$ cat src/rtl/packet_tx_framer_if.sv
// packet_tx_framer_if: packet request fields and byte-stream outputs of the TX framer
interface packet_tx_framer_if;
    logic         start;
    logic         pkt_type;
    logic [7:0]   pkt_metadata;
    logic [63:0]  pkt_prefix;
    logic [255:0] pkt_data;
    logic         RX_valid;
    logic [7:0]   data_SPI_to_FIB;
    logic         byte_valid;
    logic         busy;
    logic         done;

    modport master (
        output start, pkt_type, pkt_metadata, pkt_prefix, pkt_data,
        input  RX_valid, data_SPI_to_FIB, byte_valid, busy, done
    );

    modport slave (
        input  start, pkt_type, pkt_metadata, pkt_prefix, pkt_data,
        output RX_valid, data_SPI_to_FIB, byte_valid, busy, done
    );
endinterface

$ cat src/rtl/packet_tx_framer.sv
// packet_tx_framer: serialises an interest (9 B) or data (41 B) packet MSB-first after a one-cycle strobe; PKT_TX_CHECKSUM_EN appends an XOR byte
module packet_tx_framer (
    input  logic                clk,
    input  logic                rst,
    packet_tx_framer_if.slave   bus
);
    typedef enum logic [1:0] {IDLE, STROBE, SEND, DONE} state_t;

    state_t       state_q, state_d;
    logic [327:0] pkt_q, pkt_d;
    logic         type_q, type_d;
    logic [5:0]   cnt_q, cnt_d;
    logic [5:0]   n_last;
    logic [7:0]   tx_byte;

`ifdef PKT_TX_CHECKSUM_EN
    logic [7:0] csum_q, csum_d;

    assign n_last  = type_q ? 6'd41 : 6'd9;
    assign tx_byte = (cnt_q == n_last) ? csum_q : pkt_q[327:320];

    // running XOR of the bytes already sent, cleared when a packet is captured
    always_comb begin
        csum_d = csum_q;
        if (state_q == IDLE && bus.start) csum_d = 8'h00;
        else if (state_q == SEND) csum_d = csum_q ^ pkt_q[327:320];
    end

    // checksum accumulator register
    always_ff @(posedge clk or negedge rst) begin
        if (!rst) csum_q <= 8'h00;
        else csum_q <= csum_d;
    end
`else
    assign n_last  = type_q ? 6'd40 : 6'd8;
    assign tx_byte = pkt_q[327:320];
`endif

    // next-state: capture in IDLE, strobe once, shift one byte per cycle until the last index
    always_comb begin
        state_d = state_q;
        pkt_d   = pkt_q;
        type_d  = type_q;
        cnt_d   = cnt_q;
        case (state_q)
            IDLE: if (bus.start) begin
                pkt_d   = bus.pkt_type ? {bus.pkt_metadata, bus.pkt_prefix, bus.pkt_data}
                                       : {bus.pkt_metadata, bus.pkt_prefix, 256'd0};
                type_d  = bus.pkt_type;
                cnt_d   = 6'd0;
                state_d = STROBE;
            end
            STROBE: state_d = SEND;
            SEND: begin
                pkt_d = {pkt_q[319:0], 8'h00};
                cnt_d = cnt_q + 6'd1;
                if (cnt_q == n_last) begin
                    cnt_d   = 6'd0;
                    state_d = DONE;
                end
            end
            default: state_d = IDLE;
        endcase
    end

    // state, packet shift register, type and byte counter
    always_ff @(posedge clk or negedge rst) begin
        if (!rst) begin
            state_q <= IDLE;
            pkt_q   <= '0;
            type_q  <= 1'b0;
            cnt_q   <= 6'd0;
        end else begin
            state_q <= state_d;
            pkt_q   <= pkt_d;
            type_q  <= type_d;
            cnt_q   <= cnt_d;
        end
    end

    assign bus.RX_valid        = state_q == STROBE;
    assign bus.byte_valid      = state_q == SEND;
    assign bus.busy            = state_q == STROBE || state_q == SEND;
    assign bus.done            = state_q == DONE;
    assign bus.data_SPI_to_FIB = bus.byte_valid ? tx_byte : 8'h00;
endmodule

$ cat src/flat_wrapper.sv
// flat-port wrapper written by rule: the top's interface ports become plain ports
module packet_tx_framer_flat 
  (clk, rst, bus_start, bus_pkt_type, bus_pkt_metadata, bus_pkt_prefix, bus_pkt_data, bus_RX_valid, bus_data_SPI_to_FIB, bus_byte_valid, bus_busy, bus_done);
  packet_tx_framer_if bus_i ();
  input  logic clk;
  input  logic rst;
  input wire logic [$bits(bus_i.start)-1:0] bus_start;
  input wire logic [$bits(bus_i.pkt_type)-1:0] bus_pkt_type;
  input wire logic [$bits(bus_i.pkt_metadata)-1:0] bus_pkt_metadata;
  input wire logic [$bits(bus_i.pkt_prefix)-1:0] bus_pkt_prefix;
  input wire logic [$bits(bus_i.pkt_data)-1:0] bus_pkt_data;
  output wire logic [$bits(bus_i.RX_valid)-1:0] bus_RX_valid;
  output wire logic [$bits(bus_i.data_SPI_to_FIB)-1:0] bus_data_SPI_to_FIB;
  output wire logic [$bits(bus_i.byte_valid)-1:0] bus_byte_valid;
  output wire logic [$bits(bus_i.busy)-1:0] bus_busy;
  output wire logic [$bits(bus_i.done)-1:0] bus_done;
  assign bus_i.start = bus_start;
  assign bus_i.pkt_type = bus_pkt_type;
  assign bus_i.pkt_metadata = bus_pkt_metadata;
  assign bus_i.pkt_prefix = bus_pkt_prefix;
  assign bus_i.pkt_data = bus_pkt_data;
  assign bus_RX_valid = bus_i.RX_valid;
  assign bus_data_SPI_to_FIB = bus_i.data_SPI_to_FIB;
  assign bus_byte_valid = bus_i.byte_valid;
  assign bus_busy = bus_i.busy;
  assign bus_done = bus_i.done;
  packet_tx_framer u_core (.clk(clk), .rst(rst), .bus(bus_i));
endmodule
$ cat config.mk
export PLATFORM = sky130hd
export DESIGN_NAME = packet_tx_framer_flat
export DESIGN_NICKNAME = d
export VERILOG_FILES = /design/src/rtl/packet_tx_framer_if.sv /design/src/rtl/packet_tx_framer.sv /design/src/flat_wrapper.sv
export SDC_FILE = /design/constraint.sdc
export NUM_CORES = 1
export LEC_CHECK = 0
export BUFFER_PORTS_ARGS = -buffer_cell sky130_fd_sc_hd__buf_2
export CAP_MARGIN = 0
export CORE_MARGIN = 5
export CORE_UTILIZATION = 56
export CTS_BUF_LIST = sky130_fd_sc_hd__clkbuf_2
export DETAILED_ROUTE_END_ITERATION = 8
export GPL_TIMING_DRIVEN = 0
export PLACE_DENSITY = 0.8
export SLEW_MARGIN = 30
export SYNTH_ARGS = -nofsm -noshare
export SYNTH_HDL_FRONTEND = slang
export SYNTH_SLANG_ARGS = --single-unit
$ cat constraint.sdc
create_clock -name clk -period 2.1 [get_ports clk]
set_input_delay 0.315 -clock clk [delete_from_list [all_inputs] [get_ports clk]]
set_output_delay 0.315 -clock clk [all_outputs]
set_load 0.1 [all_outputs]
==> impl_metrics.yaml <==
drt:
  vias_per_cell: 6.60
  drcViolationCount: 0
  ant_nets: 0
  num_vias: 18200
  drt_first_iter_violations: 2815
  drtPass1Iterations: 7
  routed_wl_um: 70800
  wl_per_cell_um: 25.7
yosys:
  yosys.area.top_type: "dfrtp_1"
  yosysSeqAreaShare_pct: 55.9
  synth_area_per_cell_um2: 9.92
  syn_nets: 1860
  postSynthCellCount: 1521
  ys_warn_count: 0
  ys_types: 28
  synth_area_mm2: 0.0151
  synth_seq_cells: 337
  yosys.area.top_type_share_pct: 55.9
  synth_area_leaders: "dfrtp_1, a22oi_1, nand2_1"
cts:
  cts_made_buffers: 87
  clkTransAtPathRegs_ns: 0.12
  clock_sinks: 337
  htree_levels: 3
  cts_tree: "yes"
  clk_latency_ns: 0.91
  cts-root-buf: "clkbuf_2"
  clockBufferDepth: 3
setup_path:
  worstSetupStartpointType: "flip-flop"
  critPathMaxStageDelay_ns: 0.45
  cpMostUsedCell: "buf_6"
  worstPathCellList: "buf_4 -> buf_6 -> inv_6 -> ha_4 -> mux2i_4 -> buf_6 -> buf_12 -> buf_12 -> buf_6 -> clkbuf_16 -> buf_8 -> nand2_1 -> o21ai_1"
  crit_fanout: 8
  required_ns: 2.87
  end_kind: "flip-flop"
  cp.arrival_ns: 3.28
  slowest_stage: "dfrtp_1"
  critPathKind: "flip-flop to flip-flop"
  rrSetupSlack_ns: -0.41
place:
  gp_congestion: 0.891
  hpwlAfterDp_um: 33200
  io_buffer_count: 343
  pre_cts_ws_ns: -0.488
cells_and_area:
  multi_input_area_mm2: 0.00616
  final_cell_mix: "buf_2, dfrtp_1, dlygate4sd3_1"
  area_delta_synth_final_pct: 55.2
  fin_nets: 2684
  fin_util_pct: 87.6
  final_common_cell: "buf_2"
  drive_gt1_share_pct: 31.1
  ff_latch_area_mm2: 0.00843
  fillerInstances: 1103
floorplan:
  die-area_mm2: 0.0303
  num_rows: 60
  die_h_um: 174
  initial_core_util_pct: 56.5
  fp.coreArea_mm2: 0.0267
  die_w_um: 174
  io_pins: 344
power:
  ir_drop_uv: 707
  power_density_mw_per_mm2: 1490
  p_leak_nw: 11.0
run_status:
  violations: "setup timing"
  outcome: "finished, violations left"
job:
  drv_cap: 0
global_routing:
  grt_max_degree: 84
  grt_pass1_vias: 18000
  overflow: 0
  grt_pass1_wl_um: 96100
  antenna_found_initial: 11
  grt_usage_pct: 39.6
sta:
  final_max_slew_viol_count: 0
  tightestPinTransition_ns: 0.482
  fin_crit_ns: 2.51
  relSlewSlack_pct: 67.9
  fin_tns_setup_ns: -36.72
  finalWorstSetupSlack_ns: -0.410
  fmax_ghz: 0.398
  hold_viol: 0
  rsz0062_at_grt: "true"
  fin_crit_sh_pct: 120
  setup_viol: 304
  skew_ns: 0.101
worst_hold_path:
  hp-class: "input pin to flip-flop"
stage by stage:
step	hold WS [ns]	area, um^2	instances	power [mW]
floorplan	0.0194	15100	1521	18.9
detailed placement	0.335	17400	2209	22.5
CTS	0.145	21900	2700	28.4
global route	0.216	23400	2748	36.1
finish	0.236	23400	2751	34.9
global placement	0.461	17300	2205	22.0
Yosys cell counts, drive strengths merged:
| cell type | number |
|---|---|
| nand2 | 346 |
| dfrtp | 337 |
| o21ai | 333 |
| a22oi | 248 |
| clkbuf | 84 |
| mux2i | 74 |
| buf | 56 |
| and2 | 8 |
| ha | 7 |
| inv | 5 |
| a21oi | 3 |
| nand3 | 3 |
| nor3 | 3 |
| mux2 | 2 |
| nor2 | 2 |
| nor2b | 2 |
| a31oi | 1 |
| and3 | 1 |
| nand2b | 1 |
| nor4 | 1 |
| o2bb2ai | 1 |
| o31ai | 1 |
| o41ai | 1 |
| xor2 | 1 |
cell families (layout without fill, tap and decap cells):
logic type | Yosys count | in the layout | share of synthesized area [%]
other | 0 | 9 | 0
XOR/XNOR | 1 | 1 | 0.0580
AO/OA/AOI/OAI | 588 | 588 | 23.8
AND/OR/NAND/NOR | 367 | 367 | 9.39
buffers and inverters | 145 | 1025 | 5.16
flip-flops | 337 | 337 | 55.9
adder cells (fa/ha/maj) | 7 | 7 | 0.580
multiplexers | 76 | 76 | 5.14
flip-flops by register name, summed over array words and instances (netlist names):
signal,flops
u_core.pkt_q,328
u_core.cnt_q,6
u_core.state_q,2
u_core.type_q,1
repair_timing:
action / 4_1_cts / 5_1_grt
hold endpoints to repair: 560 / 0
resized for setup: 119 / 412
endpoints found under the setup margin: 346 / 345
pin swaps: 1 / 3
hold buffers: 334 / 0
cloned: 1 / 29
buffers inserted: 11 / 15
power by group:
group	internal [mW]	leakage, nW	total [mW]	switching, mW
clock	1.68	0.569	4.75	3.07
sequential	8.92	4.38	10.8	1.88
combinational	8.35	6.08	19.3	11.0
per-layer routing:
layer	up-vias	share of wire (%)	GRT usage, %
met1	8440	32	44.9
met2	1934	46	65.9
li1	7152	-	-
met5	-	0.057	0
met4	6	9.7	25.7
met3	629	12	11.0
worst max-delay path, delay by kind of cell, from the launching register on:
kind | cells | cell delay (ns)
mux | 1 | 0.27
simple gates | 1 | 0.09
flops | 1 | 0.45
buf+inv | 9 | 1.13
compound gates | 1 | 0.23
fa+ha+maj | 1 | 0.18
final timing paths:
path,endpoint,cells past startpoint,start
setup / recovery,u_core.pkt_q[203]$_DFFE_PN0P_,13,u_core.state_q[1]$_DFFE_PN0P_
hold / removal,u_core.pkt_q[176]$_DFFE_PN0P_,4,bus_pkt_data[176]
setup reg to reg,u_core.pkt_q[203]$_DFFE_PN0P_,13,u_core.state_q[1]$_DFFE_PN0P_
hold reg to reg,u_core.pkt_q[133]$_DFFE_PN0P_,2,u_core.pkt_q[133]$_DFFE_PN0P_
max in group asynchronous,u_core.pkt_q[133]$_DFFE_PN0P_,5,rst
min in group asynchronous,u_core.pkt_q[320]$_DFFE_PN0P_,3,rst
layout make-up:
| class | count | area share (%) |
|---|---|---|
| clock inverters | 24 | 0.593 |
| clock buffers | 121 | 2.59 |
| plain buffers | 139 | 5.32 |
| inverters | 5 | 0.102 |
| multi-input cells | 1039 | 26.3 |
| flip-flops and latches | 337 | 36.0 |
| repair buffers | 736 | 27.2 |
| diodes | 9 | 0.0962 |
| well taps | 341 | 1.82 |
Power figures use the tool's default switching activity.
